--- src/rtl/seg7_scan_driver.sv ---
// Time-multiplexed common-anode 7-segment driver with frame-synchronous double buffering.
// Define SEG7_HEX_EN to decode nibbles 10-15 as A, b, C, d, E, F (otherwise they are dark).
module seg7_scan_driver #(
  parameter int unsigned NUM_DIGITS   = 4,
  parameter int unsigned SCAN_DIV     = 100000,
  parameter int unsigned BLANK_CYCLES = 2
) (
  input  logic                    clk,
  input  logic                    reset,
  input  logic [4*NUM_DIGITS-1:0] value,
  input  logic [NUM_DIGITS-1:0]   blank,
  input  logic [NUM_DIGITS-1:0]   dp_in,
  input  logic                    load,
  output logic [6:0]              seg,
  output logic [NUM_DIGITS-1:0]   an,
  output logic                    dp,
  output logic                    frame_start
);

  localparam int unsigned IdxW = (NUM_DIGITS > 1) ? $clog2(NUM_DIGITS) : 1;
  localparam int unsigned PreW = (SCAN_DIV > 1) ? $clog2(SCAN_DIV) : 1;
  localparam logic [PreW-1:0] PreMax = PreW'(SCAN_DIV - 1);
  localparam logic [IdxW-1:0] IdxMax = IdxW'(NUM_DIGITS - 1);

  typedef struct packed {
    logic [4*NUM_DIGITS-1:0] val;
    logic [NUM_DIGITS-1:0]   blk;
    logic [NUM_DIGITS-1:0]   dpm;
  } disp_t;

  localparam disp_t DispReset = '{val: '0, blk: '1, dpm: '0};

  // Scan position
  logic [PreW-1:0] pre_q, pre_d;
  logic [IdxW-1:0] idx_q, idx_d;
  logic            pre_wrap;
  logic            frame_end;

  // Display buffers
  disp_t in_w;
  disp_t pend_q, pend_d;
  disp_t act_q, act_d;
  logic  pend_valid_q, pend_valid_d;

  // Registered pins
  logic [6:0]            seg_q, seg_d;
  logic [NUM_DIGITS-1:0] an_q, an_d;
  logic                  dp_q, dp_d;
  logic                  fs_q, fs_d;

  // Current-digit view of the active buffer
  logic [3:0] cur_nib;
  logic       cur_blank;
  logic       cur_dp;
  logic       in_blank_win;

  function automatic logic [6:0] decode(input logic [3:0] nib);
    logic [6:0] pat;
    case (nib)
      4'h0:    pat = 7'b1000000;
      4'h1:    pat = 7'b1111001;
      4'h2:    pat = 7'b0100100;
      4'h3:    pat = 7'b0110000;
      4'h4:    pat = 7'b0011001;
      4'h5:    pat = 7'b0010010;
      4'h6:    pat = 7'b0000010;
      4'h7:    pat = 7'b1111000;
      4'h8:    pat = 7'b0000000;
      4'h9:    pat = 7'b0010000;
`ifdef SEG7_HEX_EN
      4'hA:    pat = 7'b0001000;
      4'hB:    pat = 7'b0000011;
      4'hC:    pat = 7'b1000110;
      4'hD:    pat = 7'b0100001;
      4'hE:    pat = 7'b0000110;
      4'hF:    pat = 7'b0001110;
`endif
      default: pat = 7'h7F;
    endcase
    return pat;
  endfunction

  // Prescaler and digit index
  always_comb begin
    pre_wrap  = (pre_q == PreMax);
    frame_end = pre_wrap && (idx_q == IdxMax);
    pre_d     = pre_wrap ? '0 : pre_q + PreW'(1);
    idx_d     = idx_q;
    if (pre_wrap) begin
      idx_d = (idx_q == IdxMax) ? '0 : idx_q + IdxW'(1);
    end
  end

  assign in_w = '{val: value, blk: blank, dpm: dp_in};

  // Pending/active buffers: new data only reaches the pins at a frame boundary
  always_comb begin
    pend_d       = pend_q;
    act_d        = act_q;
    pend_valid_d = pend_valid_q;
    if (frame_end) begin
      if (load) begin
        act_d        = in_w;
        pend_valid_d = 1'b0;
      end else if (pend_valid_q) begin
        act_d        = pend_q;
        pend_valid_d = 1'b0;
      end
    end else if (load) begin
      pend_d       = in_w;
      pend_valid_d = 1'b1;
    end
  end

  always_comb begin
    cur_nib   = '0;
    cur_blank = 1'b1;
    cur_dp    = 1'b0;
    for (int k = 0; k < NUM_DIGITS; k++) begin
      if (idx_q == IdxW'(k)) begin
        cur_nib   = act_q.val[4*k +: 4];
        cur_blank = act_q.blk[k];
        cur_dp    = act_q.dpm[k];
      end
    end
  end

  if (BLANK_CYCLES == 0) begin : gen_no_blank
    assign in_blank_win = 1'b0;
  end else begin : gen_blank
    assign in_blank_win = (32'(pre_q) < BLANK_CYCLES);
  end

  // A blanked digit also releases its anode, so the whole slot stays dark
  always_comb begin
    seg_d = 7'h7F;
    an_d  = '1;
    dp_d  = 1'b1;
    fs_d  = (pre_q == '0) && (idx_q == '0);
    if (!in_blank_win && !cur_blank) begin
      an_d  = ~(NUM_DIGITS'(1) << idx_q);
      seg_d = decode(cur_nib);
      dp_d  = ~cur_dp;
    end
  end

  always_ff @(posedge clk) begin
    if (reset) begin
      pre_q        <= '0;
      idx_q        <= '0;
      pend_q       <= DispReset;
      act_q        <= DispReset;
      pend_valid_q <= 1'b0;
      seg_q        <= 7'h7F;
      an_q         <= '1;
      dp_q         <= 1'b1;
      fs_q         <= 1'b0;
    end else begin
      pre_q        <= pre_d;
      idx_q        <= idx_d;
      pend_q       <= pend_d;
      act_q        <= act_d;
      pend_valid_q <= pend_valid_d;
      seg_q        <= seg_d;
      an_q         <= an_d;
      dp_q         <= dp_d;
      fs_q         <= fs_d;
    end
  end

  assign seg         = seg_q;
  assign an          = an_q;
  assign dp          = dp_q;
  assign frame_start = fs_q;

endmodule

--- config.mk ---
export PLATFORM = sky130hd
export DESIGN_NAME = seg7_scan_driver
export DESIGN_NICKNAME = d
export VERILOG_FILES = /design/src/rtl/seg7_scan_driver.sv
export SDC_FILE = /design/constraint.sdc
export NUM_CORES = 1
export LEC_CHECK = 0
export CAP_MARGIN = 20
export CORE_MARGIN = 10
export CORE_UTILIZATION = 57
export CTS_CLUSTER_DIAMETER = 200
export DETAILED_ROUTE_END_ITERATION = 8
export PLACE_DENSITY_LB_ADDON = 0.2
export SYNTH_ARGS = -nofsm -noshare
export SYNTH_HDL_FRONTEND = slang
export SYNTH_SLANG_ARGS = --single-unit
--- constraint.sdc ---
create_clock -name clk -period 3.18 [get_ports clk]
set_clock_uncertainty 0.15 [all_clocks]
set_input_delay 0.636 -clock clk [delete_from_list [all_inputs] [get_ports clk]]
set_output_delay 0.636 -clock clk [all_outputs]
set_load 0.01 [all_outputs]
==> load_flow_metrics.sql, run 1 <==
INSERT INTO impl_metrics (metric_group, metric, value, unit) VALUES
('route', 'routed_vias_inst', '5.433', ''),
('clock_tree', 'insertion_delay', '0.35', 'ns'),
('sta', 'finalHoldViolations', '0', ''),
('power_and_ir_drop', 'combinationalPowerShare', '0.088', ''),
('run', 'max-cap-violations', '0', ''),
('worst_setup_path', 'cp_slowest_stage_delay', '0.60', 'ns'),
('final_layout', 'stdcell_area', '4733', 'µm²'),
('die', 'die_footprint', '11020', 'µm²'),
('sta', 'tightest_slew', '0.6580', 'ns'),
('sta', 'final_max_slew_viol_count', '0', ''),
('final_layout', 'syn_to_final_growth', '14.98', '%'),
('route', 'postRouteAntennaNets', '0', ''),
('logic_synthesis', 'mean_cell_area_of_the_mapped_netlist', '9.250', 'µm²'),
('die', 'die_height', '105.0', 'µm'),
('grt', 'grt_pass1_wl', '14.19', 'mm'),
('clock_tree', 'cts-root-to-sink-buffers', '2', ''),
('clock_tree', 'tritoncts', 'yes', ''),
('sta', 'max_frequency', '0.3542', 'GHz'),
('power_and_ir_drop', 'p_sw_frac', '0.2451', ''),
('clock_tree', 'h-tree-depth', '3', ''),
('final_layout', 'fillerInstances', '594', ''),
('logic_synthesis', 'ys.flop_type', 'sky130_fd_sc_hd__dfxtp_1', ''),
('grt', 'grt_remaining_overflow', '0', ''),
('placement', 'placedInstanceArea', '4561', 'µm²'),
('placement', 'numPortBuffers', '39', ''),
('logic_synthesis', 'ys_top_cells_by_area', 'sky130_fd_sc_hd__dfxtp_1 (39%), sky130_fd_sc_hd__mux2i_1 (12%), sky130_fd_sc_hd__nand2b_1 (6.4%)', ''),
('sta', 'summed_negative_setup_slack_over_all_endpoints', '0', 'ns'),
('placement', 'place_ws', '0.3976', 'ns'),
('logic_synthesis', 'synthDominantCellAreaShare', '0.3939', ''),
('clock_tree', 'path_clk_slew', '0.08', 'ns'),
('final_layout', 'post_route_cells_drive_above_1_share', '0.1040', ''),
('grt', 'pin_count_of_the_biggest_net_entering_global_routing', '34', ''),
('status', 'outcome', 'complete, no violations', ''),
('power_and_ir_drop', 'power.static_leakage', '1.833', 'nW'),
('die', 'design.portCount', '40', ''),
('logic_synthesis', 'combined_area_of_all_synthesized_cells', '4116', 'µm²'),
('clock_tree', 'cts_repair_resize_count', '0', ''),
('power_and_ir_drop', 'power.sequential.fraction', '0.557', ''),
('power_and_ir_drop', 'powerDensity', '400.0', 'nW/µm²'),
('placement', 'gpl.final_weighted_congestion', '0.7899', ''),
('placement', 'dp.cells', '561', ''),
('worst_setup_path', 'cp_max_fo', '19', ''),
('grt', 'grt_pass1_vias', '3104', ''),
('route', 'drt-pass1-iter-count', '4', ''),
('final_layout', 'stdcell_count', '577', ''),
('worst_setup_path', 'cell_breakdown_of_the_critical_path', 'ha_1, a211oi_1, a221oi_1, inv_1, ha_1, nor3b_1, a221oi_1, o21ai_0', ''),
('die', 'rows', '30', ''),
('sta', 'postLayoutSetupSlackWorst', '0.3566', 'ns'),
('route', 'post_drt_wl_per_cell', '14.18', 'µm'),
('final_layout', 'final_nets', '514', ''),
('final_layout', 'insertedDiodeCount', '0', ''),
('grt', 'grt_antenna_before_repair', '0', ''),
('sta', 'min_period', '2.823', 'ns'),
('logic_synthesis', 'yosysTopAreaCell', 'sky130_fd_sc_hd__dfxtp_1', ''),
('clock_tree', 'clk_root_buffer_cell', 'sky130_fd_sc_hd__clkbuf_8', ''),
('worst_setup_path', 'worstPathArrival', '2.90', 'ns'),
('sta', 'worst_slew_margin_rel', '0.5584', ''),
('worst_setup_path', 'path_buf_inv', '1', ''),
('route', 'initialDrtViolationCount', '118', ''),
('power_and_ir_drop', 'netSwitchingPower', '0.4640', 'mW'),
('min_path', 'timing.hold.worst.class', 'reg -> reg', ''),
('logic_synthesis', 'synthesis.instances', '445', ''),
('final_layout', 'final_cell_mix', 'sky130_fd_sc_hd__dfxtp_1 (81), sky130_fd_sc_hd__nor2_1 (58), sky130_fd_sc_hd__mux2i_1 (48), sky130_fd_sc_hd__nand2b_1 (42), sky130_fd_sc_hd__clkdlybuf4s50_1 (38)', ''),
('die', 'floorplan.core_area', '6907', 'µm²'),
('clock_tree', 'post_cts_setup_bufs', '0', ''),
('logic_synthesis', 'synth_enable_flop_cells', '0', ''),
('sta', 'timing.hold.ws', '0.3229', 'ns'),
('worst_setup_path', 'cell_with_the_largest_stage_delay_on_the_worst_path', 'sky130_fd_sc_hd__ha_1', ''),
('logic_synthesis', 'ys.warnings.count', '0', ''),
('route', 'route.final.wire_length', '8.182', 'mm'),
('grt', 'grtUsageTotal', '0.1496', '');
## Yosys cell counts (all sizes together), types with 2 or more instances
cell and instances:
clkbuf 18, a21oi 6, o311ai 2, nor4 4, xnor2 10, a211oi 8
nand2 11, inv 12, or3 4, nand4 5, mux2 20, nand3 8
o211ai 2, nor2b 25, xor2 4, buf 10, nand3b 5, o21ai 10
dfxtp 81, nor2 58, and3 2, and2 3, nor3 9, a311oi 2
ha 11, a221oi 5, nand2b 42, nor3b 7, or4 5, mux2i 48
## logic make-up (layout without fill, tap and decap cells)
family | after synthesis | in the layout | share of synthesized area
simple gates | 191 | 191 | 0.2535
flops | 81 | 81 | 0.3939
mux | 68 | 68 | 0.1769
compound gates | 40 | 40 | 0.06718
buf+inv | 40 | 76 | 0.04529
xor+xnor | 14 | 14 | 0.02979
fa+ha+maj | 11 | 11 | 0.03343
## final timing paths
kind                                start                      end  slack [ns]  cells after the start
setup / recovery    idx_q[0]$_SDFFE_PP0N_        seg[0]$_SDFF_PP1_        0.36                      8
hold / removal    pend_q[23]$_SDFFE_PP0P_  pend_q[23]$_SDFFE_PP0P_        0.32                      2
setup reg to reg    idx_q[0]$_SDFFE_PP0N_        seg[0]$_SDFF_PP1_        0.36                      8
hold reg to reg   pend_q[23]$_SDFFE_PP0P_  pend_q[23]$_SDFFE_PP0P_        0.32                      2
## power by group through the flow
stage	logic [mW]	clock network, mW	registers, mW
global route	0.187	0.728	1.06
finish	0.167	0.672	1.05
CTS	0.169	0.685	1.05
floorplan	0.108	0	1.08
global placement	0.165	0	1.08
detailed placement	0.169	0	1.08
## sequential cells by signal (all words and copies together), names as in the netlist
register and cells:
dp 1, pend_valid_q 1, pre_q 17, frame_start 1
an 4, idx_q 2, seg 7, act_q 24
pend_q 24
## final cells by class
class / count / area, µm² / area share
multi-input cells: 324 / 2308 / 0.4877
flip-flops and latches: 81 / 1622 / 0.3426
repair buffers: 48 / 465.4 / 0.09833
clock buffers: 11 / 141.4 / 0.02987
well taps: 96 / 120.1 / 0.02538
inverters: 12 / 45.04 / 0.009516
clock inverters: 5 / 31.28 / 0.006609
## layer usage
metal | track usage | share of wire
met5 | 0 | 0
met4 | 0.07059 | 0.022
met3 | 0.03071 | 0.035
met2 | 0.2509 | 0.48
met1 | 0.1786 | 0.46
## tightest hold or removal path: stages (launching register included)
cell                       delay, ns
sky130_fd_sc_hd__dfxtp_1        0.31
sky130_fd_sc_hd__nand2b_1       0.06
sky130_fd_sc_hd__mux2i_1        0.06
Power figures use the tool's default switching activity.
==> run 2, diff against run 1 <==
--- a/config.mk
+++ b/config.mk
@@ -5,7 +5,9 @@
 export SDC_FILE = /design/constraint.sdc
 export NUM_CORES = 1
 export LEC_CHECK = 0
+export ABC_AREA = 1
 export CAP_MARGIN = 20
+export CORE_ASPECT_RATIO = 0.5
 export CORE_MARGIN = 10
 export CORE_UTILIZATION = 57
 export CTS_CLUSTER_DIAMETER = 200
==> run 2 against run 1 <==
- sequential share of layout area decreased by 0.25 points
- utilization increased by 1.0 points
- critical path depth up 4
- sequential cell count did not move
- count of clock-buffer cells in the layout is 2 higher
- power grew 16%
- die area up 2.2%
- maximum frequency up 20%
- combinational power hardly changed
- via count up 21%
- synthesized cell count up 33%
- sequential power hardly changed
==> load_flow_metrics.sql, run 2 <==
INSERT INTO impl_metrics (metric_group, metric, value, unit) VALUES
('status', 'outcome', 'complete, no violations', ''),
('clock_tree', 'cts_repair_resize_count', '0', ''),
('power_and_ir_drop', 'powerDensity', '458.8', 'nW/µm²'),
('sta', 'tcrit_tclk_final', '0.7381', ''),
('worst_setup_path', 'crit_top_cell', 'sky130_fd_sc_hd__nand2_1', ''),
('route', 'routed_vias_inst', '5.318', ''),
('clock_tree', 'post_cts_setup_bufs', '0', ''),
('logic_synthesis', 'yosysTopAreaCell', 'sky130_fd_sc_hd__dfxtp_1', ''),
('placement', 'place_ws', '0.5728', 'ns'),
('logic_synthesis', 'combined_area_of_all_synthesized_cells', '4134', 'µm²'),
('logic_synthesis', 'ys_top_cells_by_area', 'sky130_fd_sc_hd__dfxtp_1 (39%), sky130_fd_sc_hd__nand2_1 (12%), sky130_fd_sc_hd__nor2_1 (8.9%)', ''),
('sta', 'worst_slew_margin_rel', '0.4758', ''),
('worst_setup_path', 'timing.reg2reg.setup_slack', '0.83', 'ns'),
('worst_setup_path', 'cp_max_fo', '8', ''),
('logic_synthesis', 'cell_variety_after_synth', '30', ''),
('logic_synthesis', 'mappedNetlistNets', '631', ''),
('power_and_ir_drop', 'intPower', '1.700', 'mW'),
('final_layout', 'most_common_cell_after_layout_fill_and_taps_aside', 'sky130_fd_sc_hd__nand2_1', ''),
('logic_synthesis', 'synth-seq-area-share', '0.3923', ''),
('die', 'start_util', '0.6028', ''),
('worst_setup_path', 'required', '3.24', 'ns'),
('die', 'die_footprint', '11270', 'µm²'),
('placement', 'post-dp-hpwl', '6.712', 'mm'),
('run', 'max-cap-violations', '0', ''),
('final_layout', 'final_cell_mix', 'sky130_fd_sc_hd__nand2_1 (130), sky130_fd_sc_hd__nor2_1 (98), sky130_fd_sc_hd__dfxtp_1 (81), sky130_fd_sc_hd__inv_1 (62), sky130_fd_sc_hd__nand3_1 (59)', ''),
('grt', 'grt_pass1_wl', '16.00', 'mm'),
('sta', 'finalHoldViolations', '0', ''),
('placement', 'gpl.final_weighted_congestion', '0.9528', ''),
('min_path', 'timing.hold.worst.class', 'reg -> reg', ''),
('clock_tree', 'path_clk_slew', '0.06', 'ns'),
('die', 'design.portCount', '40', ''),
('die', 'die-width', '140.4', 'µm'),
('grt', 'grt_remaining_overflow', '0', ''),
('final_layout', 'final_nets', '657', ''),
('logic_synthesis', 'mean_cell_area_of_the_mapped_netlist', '6.971', 'µm²'),
('worst_setup_path', 'cp_slowest_stage_delay', '0.38', 'ns'),
('grt', 'grt_antenna_before_repair', '0', ''),
('worst_setup_path', 'worstPathArrival', '2.41', 'ns'),
('final_layout', 'finish.utilization', '0.6953', ''),
('final_layout', 'syn_to_final_growth', '15.34', '%'),
('logic_synthesis', 'synthMostInstantiatedCell', 'sky130_fd_sc_hd__nand2_1', ''),
('power_and_ir_drop', 'clock_power_share', '0.440', ''),
('power_and_ir_drop', 'combinationalPowerShare', '0.077', ''),
('grt', 'grtUsageTotal', '0.1722', ''),
('power_and_ir_drop', 'p_sw_frac', '0.2230', ''),
('logic_synthesis', 'synth_commonest_cells', 'sky130_fd_sc_hd__nand2_1 (130), sky130_fd_sc_hd__nor2_1 (98), sky130_fd_sc_hd__dfxtp_1 (81)', ''),
('clock_tree', 'tritoncts', 'yes', ''),
('route', 'drt-pass1-iter-count', '6', ''),
('grt', 'grt_pass1_vias', '3377', ''),
('worst_setup_path', 'timing.critical_path.to_type', 'flop', ''),
('clock_tree', 'cts_hold_buffers', '0', ''),
('die', 'die_height', '80.22', 'µm'),
('logic_synthesis', 'synthArstFlopShare', '0', ''),
('logic_synthesis', 'ys.flop_type', 'sky130_fd_sc_hd__dfxtp_1', ''),
('logic_synthesis', 'synth_enable_flop_cells', '0', ''),
('sta', 'setup_violations', '0', ''),
('route', 'post_drt_wl_per_cell', '13.50', 'µm'),
('power_and_ir_drop', 'netSwitchingPower', '0.4879', 'mW'),
('logic_synthesis', 'ys.warnings.count', '0', ''),
('final_layout', 'post_route_cells_drive_above_1_share', '0.04992', ''),
('worst_setup_path', 'cell_breakdown_of_the_critical_path', 'inv_1, ha_1, inv_1, nand2_1, o211ai_1, nand2_1, nand2_1, inv_1, ha_1, nand3b_1, nand3_1, nand2_1', ''),
('sta', 'max_frequency', '0.4260', 'GHz'),
('clock_tree', 'cts-root-to-sink-buffers', '2', ''),
('clock_tree', 'cts_sinks', '81', ''),
('route', 'postRouteAntennaNets', '0', ''),
('logic_synthesis', 'synthesis.instances', '593', ''),
('placement', 'numPortBuffers', '39', ''),
('grt', 'pin_count_of_the_biggest_net_entering_global_routing', '71', ''),
('route', 'initialDrtViolationCount', '349', ''),
('clock_tree', 'insertion_delay', '0.34', 'ns'),
('route', 'dr_total_vias', '3792', ''),
('worst_setup_path', 'timing.setup.critical_path_class', 'reg -> reg', ''),
('sta', 'summed_negative_setup_slack_over_all_endpoints', '0', 'ns'),
('power_and_ir_drop', 'vdd.ir_drop.worst', '0.3177', 'mV'),
('die', 'floorplan.core_area', '6858', 'µm²'),
('sta', 'final_max_slew_viol_count', '0', ''),
('final_layout', 'insertedDiodeCount', '0', ''),
('power_and_ir_drop', 'power.static_leakage', '2.162', 'nW'),
('sta', 'rsz0062_at_grt', 'false', ''),
('power_and_ir_drop', 'power.sequential.fraction', '0.483', ''),
('die', 'rows', '21', ''),
('worst_setup_path', 'cell_with_the_largest_stage_delay_on_the_worst_path', 'sky130_fd_sc_hd__dfxtp_1', ''),
('clock_tree', 'clk_root_buffer_cell', 'sky130_fd_sc_hd__clkbuf_16', ''),
('route', 'detail_route.drc_violations', '0', ''),
('sta', 'postLayoutSetupSlackWorst', '0.8327', 'ns'),
('clock_tree', 'cts_buffers', '9', ''),
('logic_synthesis', 'yosys_register_bits', '81', ''),
('route', 'route.final.wire_length', '9.626', 'mm'),
('clock_tree', 'h-tree-depth', '3', ''),
('sta', 'tightest_slew', '0.7854', 'ns'),
('logic_synthesis', 'synthDominantCellAreaShare', '0.3923', ''),
('sta', 'min_period', '2.347', 'ns'),
('final_layout', 'reg_top3', 'act_q: 24 flops, pend_q: 24 flops, pre_q: 17 flops', ''),
('worst_setup_path', 'setup.worst_path.start_class', 'flop', '');
## run 2: cell count changes after synthesis, moves of 14 or more
| cell | delta |
|---|---|
| sky130_fd_sc_hd__mux2i_1 | -28 |
| sky130_fd_sc_hd__nand2b_1 | -42 |
| sky130_fd_sc_hd__nand3_1 | +51 |
| sky130_fd_sc_hd__nor2_1 | +40 |
| sky130_fd_sc_hd__nand2_1 | +119 |
| sky130_fd_sc_hd__nand4_1 | +27 |
| sky130_fd_sc_hd__nor2b_1 | -25 |
| sky130_fd_sc_hd__inv_1 | +50 |
| sky130_fd_sc_hd__a21oi_1 | +31 |
| sky130_fd_sc_hd__mux2_2 | -14 |
## run 2: final cells by class
cell class	count	area, µm²
Clock buffer	13	270.3
Fill cell	593	2090
Inverter	64	240.2
Multi-Input combinational cell	417	2083
Sequential cell	81	1622
Tap cell	92	115.1
Timing Repair Buffer	46	437.9
## run 2: final timing paths
| kind | endpoint | from | cells after the start |
|---|---|---|---|
| worst max-delay path | seg[5]$_SDFF_PP1_ | idx_q[1]$_SDFFE_PP0N_ | 12 |
| worst min-delay path | pend_q[4]$_SDFFE_PP1P_ | pend_q[4]$_SDFFE_PP1P_ | 2 |
| worst max register to register | seg[5]$_SDFF_PP1_ | idx_q[1]$_SDFFE_PP0N_ | 12 |
| worst min register to register | pend_q[4]$_SDFFE_PP1P_ | pend_q[4]$_SDFFE_PP1P_ | 2 |
## run 2: layer usage
| layer | up-vias | share of wire | global-route usage |
|---|---|---|---|
| li1 | 1960 | - | - |
| met1 | 1692 | 0.50 | 0.2269 |
| met2 | 122 | 0.42 | 0.2584 |
| met3 | 18 | 0.073 | 0.05813 |
| met4 | 0 | 0.012 | 0.05738 |
| met5 | - | 0 | 0 |
## run 2: power by group through the flow
| stage | clock network [mW] | registers (mW) | logic [mW] |
|---|---|---|---|
| 2_1_floorplan | 0 | 1.08 | 0.110 |
| 3_3_place_gp | 0 | 1.08 | 0.165 |
| 3_5_place_dp | 0 | 1.08 | 0.168 |
| 4_1_cts | 0.972 | 1.06 | 0.169 |
| 5_1_grt | 1.01 | 1.06 | 0.192 |
| 6_report | 0.962 | 1.06 | 0.170 |
## run 2: kinds of logic after synthesis
group                    count (synthesis)  share of synthesized area
adder cells (fa/ha/maj)                 11                    0.03329
buffers and inverters                   95                     0.1038
AND/OR/NAND/NOR                        336                     0.3535
multiplexers                            20                    0.04843
flip-flops                              81                     0.3923
XOR/XNOR                                 3                   0.006357
AO/OA/AOI/OAI                           47                    0.06235
## run 2: critical path, delay by kind of cell (launching register included)
family          cells  cell delay [ns]
simple gates        6             0.72
fa+ha+maj           2             0.45
buf+inv             3             0.43
flops               1             0.38
compound gates      1             0.09
## run 2: per-stage QoR
step	cells	hold WS, ns	area [µm²]	power (mW)
floorplan	593	0.2736	4134	1.186
global placement	700	0.2881	4498	1.242
detailed placement	700	0.2927	4498	1.246
CTS	713	0.3073	4768	2.197
global route	713	0.3247	4768	2.257
finish	713	0.3043	4768	2.188
==> run 3, diff against run 2 <==
==> constraint.sdc (replaced) <==
create_clock -name clk -period 2.25 [get_ports clk]
set_clock_uncertainty 0.15 [all_clocks]
set_input_delay 0.45 -clock clk [delete_from_list [all_inputs] [get_ports clk]]
set_output_delay 0.45 -clock clk [all_outputs]
set_load 0.01 [all_outputs]
==> run 3 against run 2 <==
- utilization is 2.1 points higher
- sequential share of layout area down 0.99 points
- worst setup slack lost 0.63 ns
- clock power up 60%
- via count barely moved
- critical path depth down 2
- sequential power grew 41%
- maximum frequency is 15% higher
- worst hold slack improved by 0.0046 ns
- largest cell class unchanged
==> load_flow_metrics.sql, run 3 (synthesis results as in run 2) <==
INSERT INTO impl_metrics (metric_group, metric, value, unit) VALUES
('status', 'outcome', 'complete, no violations', ''),
('final_layout', 'stdcell_area', '4915', 'µm²'),
('power_and_ir_drop', 'clock_power_share', '0.468', ''),
('worst_setup_path', 'cell_with_the_largest_stage_delay_on_the_worst_path', 'sky130_fd_sc_hd__dfxtp_1', ''),
('route', 'route.final.wire_length', '9.720', 'mm'),
('sta', 'min_period', '2.049', 'ns'),
('route', 'drt-pass1-iter-count', '5', ''),
('grt', 'grt_remaining_overflow', '0', ''),
('sta', 'tcrit_tclk_final', '0.9109', ''),
('clock_tree', 'cts-root-to-sink-buffers', '2', ''),
('sta', 'rsz0062_at_grt', 'false', ''),
('final_layout', 'insertedDiodeCount', '0', ''),
('route', 'routed_vias_inst', '5.249', ''),
('final_layout', 'reg_top3', 'act_q: 24 flops, pend_q: 24 flops, pre_q: 17 flops', ''),
('clock_tree', 'h-tree-depth', '3', ''),
('final_layout', 'most_common_cell_after_layout_fill_and_taps_aside', 'sky130_fd_sc_hd__nand2_1', ''),
('sta', 'tightest_slew', '0.4796', 'ns'),
('worst_setup_path', 'cp_max_fo', '8', ''),
('power_and_ir_drop', 'powerDensity', '667.6', 'nW/µm²'),
('grt', 'grt_antenna_before_repair', '0', ''),
('final_layout', 'final_cell_mix', 'sky130_fd_sc_hd__nand2_1 (128), sky130_fd_sc_hd__nor2_1 (98), sky130_fd_sc_hd__dfxtp_1 (80), sky130_fd_sc_hd__inv_1 (61), sky130_fd_sc_hd__nand3_1 (59)', ''),
('power_and_ir_drop', 'power.static_leakage', '2.230', 'nW'),
('min_path', 'timing.hold.worst.class', 'in -> reg', ''),
('worst_setup_path', 'setup.worst_path.start_class', 'flop', ''),
('worst_setup_path', 'worstPathArrival', '2.12', 'ns'),
('grt', 'pin_count_of_the_biggest_net_entering_global_routing', '47', ''),
('placement', 'numPortBuffers', '39', ''),
('die', 'die-width', '140.4', 'µm'),
('power_and_ir_drop', 'p_sw_frac', '0.2187', ''),
('worst_setup_path', 'timing.critical_path.to_type', 'flop', ''),
('placement', 'post-dp-hpwl', '6.999', 'mm'),
('final_layout', 'syn_to_final_growth', '18.89', '%'),
('power_and_ir_drop', 'power.sequential.fraction', '0.455', ''),
('grt', 'grt_pass1_wl', '16.44', 'mm'),
('final_layout', 'finish.utilization', '0.7167', ''),
('power_and_ir_drop', 'intPower', '2.564', 'mW'),
('placement', 'placedInstanceArea', '4568', 'µm²'),
('clock_tree', 'insertion_delay', '0.34', 'ns'),
('die', 'rows', '21', ''),
('die', 'die_height', '80.22', 'µm'),
('grt', 'grtUsageTotal', '0.1747', ''),
('sta', 'max_frequency', '0.4879', 'GHz'),
('placement', 'gpl.final_weighted_congestion', '0.9113', ''),
('worst_setup_path', 'timing.setup.critical_path_class', 'reg -> reg', ''),
('sta', 'summed_negative_setup_slack_over_all_endpoints', '0', 'ns'),
('worst_setup_path', 'required', '2.32', 'ns'),
('route', 'initialDrtViolationCount', '339', ''),
('power_and_ir_drop', 'netSwitchingPower', '0.7176', 'mW'),
('worst_setup_path', 'cell_breakdown_of_the_critical_path', 'inv_1, ha_4, inv_1, o211ai_1, nand2_1, nand2_2, ha_1, nand3_1, nand3_1, nand2_1', ''),
('route', 'detail_route.drc_violations', '0', ''),
('clock_tree', 'tritoncts', 'yes', ''),
('route', 'postRouteAntennaNets', '0', ''),
('die', 'design.portCount', '40', ''),
('sta', 'final_max_slew_viol_count', '0', ''),
('route', 'post_drt_wl_per_cell', '13.46', 'µm'),
('clock_tree', 'path_clk_slew', '0.06', 'ns'),
('worst_setup_path', 'path_buf_inv', '2', ''),
('power_and_ir_drop', 'vdd.ir_drop.worst', '0.3610', 'mV'),
('clock_tree', 'cts_buffers', '9', ''),
('die', 'floorplan.core_area', '6858', 'µm²'),
('sta', 'finalHoldViolations', '0', ''),
('sta', 'setup_violations', '0', ''),
('die', 'start_util', '0.6028', ''),
('grt', 'grt_pass1_vias', '3523', ''),
('run', 'max-cap-violations', '0', ''),
('sta', 'worst_slew_margin_rel', '0.6791', ''),
('worst_setup_path', 'critPathTopFamily', 'simple AND/OR/NAND/NOR gates', ''),
('route', 'dr_total_vias', '3790', ''),
('die', 'die_footprint', '11270', 'µm²'),
('worst_setup_path', 'cp_slowest_stage_delay', '0.36', 'ns'),
('final_layout', 'final_nets', '664', ''),
('final_layout', 'post_route_cells_drive_above_1_share', '0.07619', ''),
('clock_tree', 'cts_sinks', '81', ''),
('clock_tree', 'clk_root_buffer_cell', 'sky130_fd_sc_hd__clkbuf_16', ''),
('power_and_ir_drop', 'combinationalPowerShare', '0.077', '');
## run 3: cell types whose count changed in the layout (fill, tap and decap cells not counted), moves of 2 or more
cell / change
sky130_fd_sc_hd__buf_12: +2
sky130_fd_sc_hd__ha_2: +2
sky130_fd_sc_hd__nand2_1: -2
sky130_fd_sc_hd__ha_1: -3
sky130_fd_sc_hd__nand2_2: +2
sky130_fd_sc_hd__buf_4: +5
## run 3: stage by stage
stage                     power (mW)  setup slack [ns]  hold slack [ns]  std cells
after detailed placement       1.775            0.1183           0.2945        706
after global placement         1.767            0.2385           0.2902        706
after floorplan                1.676            0.3347           0.2736        593
after CTS                      3.297           0.03643           0.2953        721
after global routing           3.383           0.03134           0.3202        722
final                          3.281            0.2006           0.3090        722
## run 3: what timing repair did
item	CTS	global route
setup buffers	0	1
setup endpoints to repair	0	7
hold buffers	0	0
resized for setup	0	8
endpoints found under the hold margin	0	0
## run 3: power by group through the flow
stage,clock network [mW],registers (mW),logic [mW]
floorplan,0,1.52,0.156
global route,1.60,1.50,0.282
CTS,1.55,1.49,0.254
detailed placement,0,1.52,0.252
finish,1.54,1.49,0.254
global placement,0,1.52,0.246
## run 3: worst reg2reg max path, delay by kind of cell (launching register included)
| family | cells | cell delay (ns) |
|---|---|---|
| DFF | 1 | 0.36 |
| adders and majority gates | 2 | 0.49 |
| buffers and inverters | 2 | 0.30 |
| and+or+nand+nor | 5 | 0.49 |
| AOI/OAI and AO/OA | 1 | 0.12 |
## run 3: cell type report
cell class              count  area, µm²
multi-input cells         417       2106
fillers                   565       1943
repair buffers             53      515.5
clock buffers              13      280.3
clock inverters             2      35.03
well taps                  92      115.1
flip-flops and latches     81       1623
inverters                  64      240.2
## run 3: routing by layer
layer | wire length (µm) | vias to the layer above | part of all wire | track usage
li1 | - | 1982 | - | -
met1 | 4852 | 1694 | 0.50 | 0.2313
met2 | 4117 | 96 | 0.42 | 0.2593
met3 | 572 | 18 | 0.059 | 0.05344
met4 | 177 | 0 | 0.018 | 0.07070
met5 | 0 | - | 0 | 0
## run 3: path summary, 6_finish.rpt
path	from	to	slack [ns]	cells after the start
worst min-delay path	load	pend_valid_q$_SDFFE_PP0P_	0.31	3
worst max register to register	idx_q[0]$_SDFFE_PP0N_	seg[3]$_SDFF_PP1_	0.20	10
worst max-delay path	idx_q[0]$_SDFFE_PP0N_	seg[3]$_SDFF_PP1_	0.20	10
worst min register to register	pend_q[6]$_SDFFE_PP1P_	pend_q[6]$_SDFFE_PP1P_	0.31	2
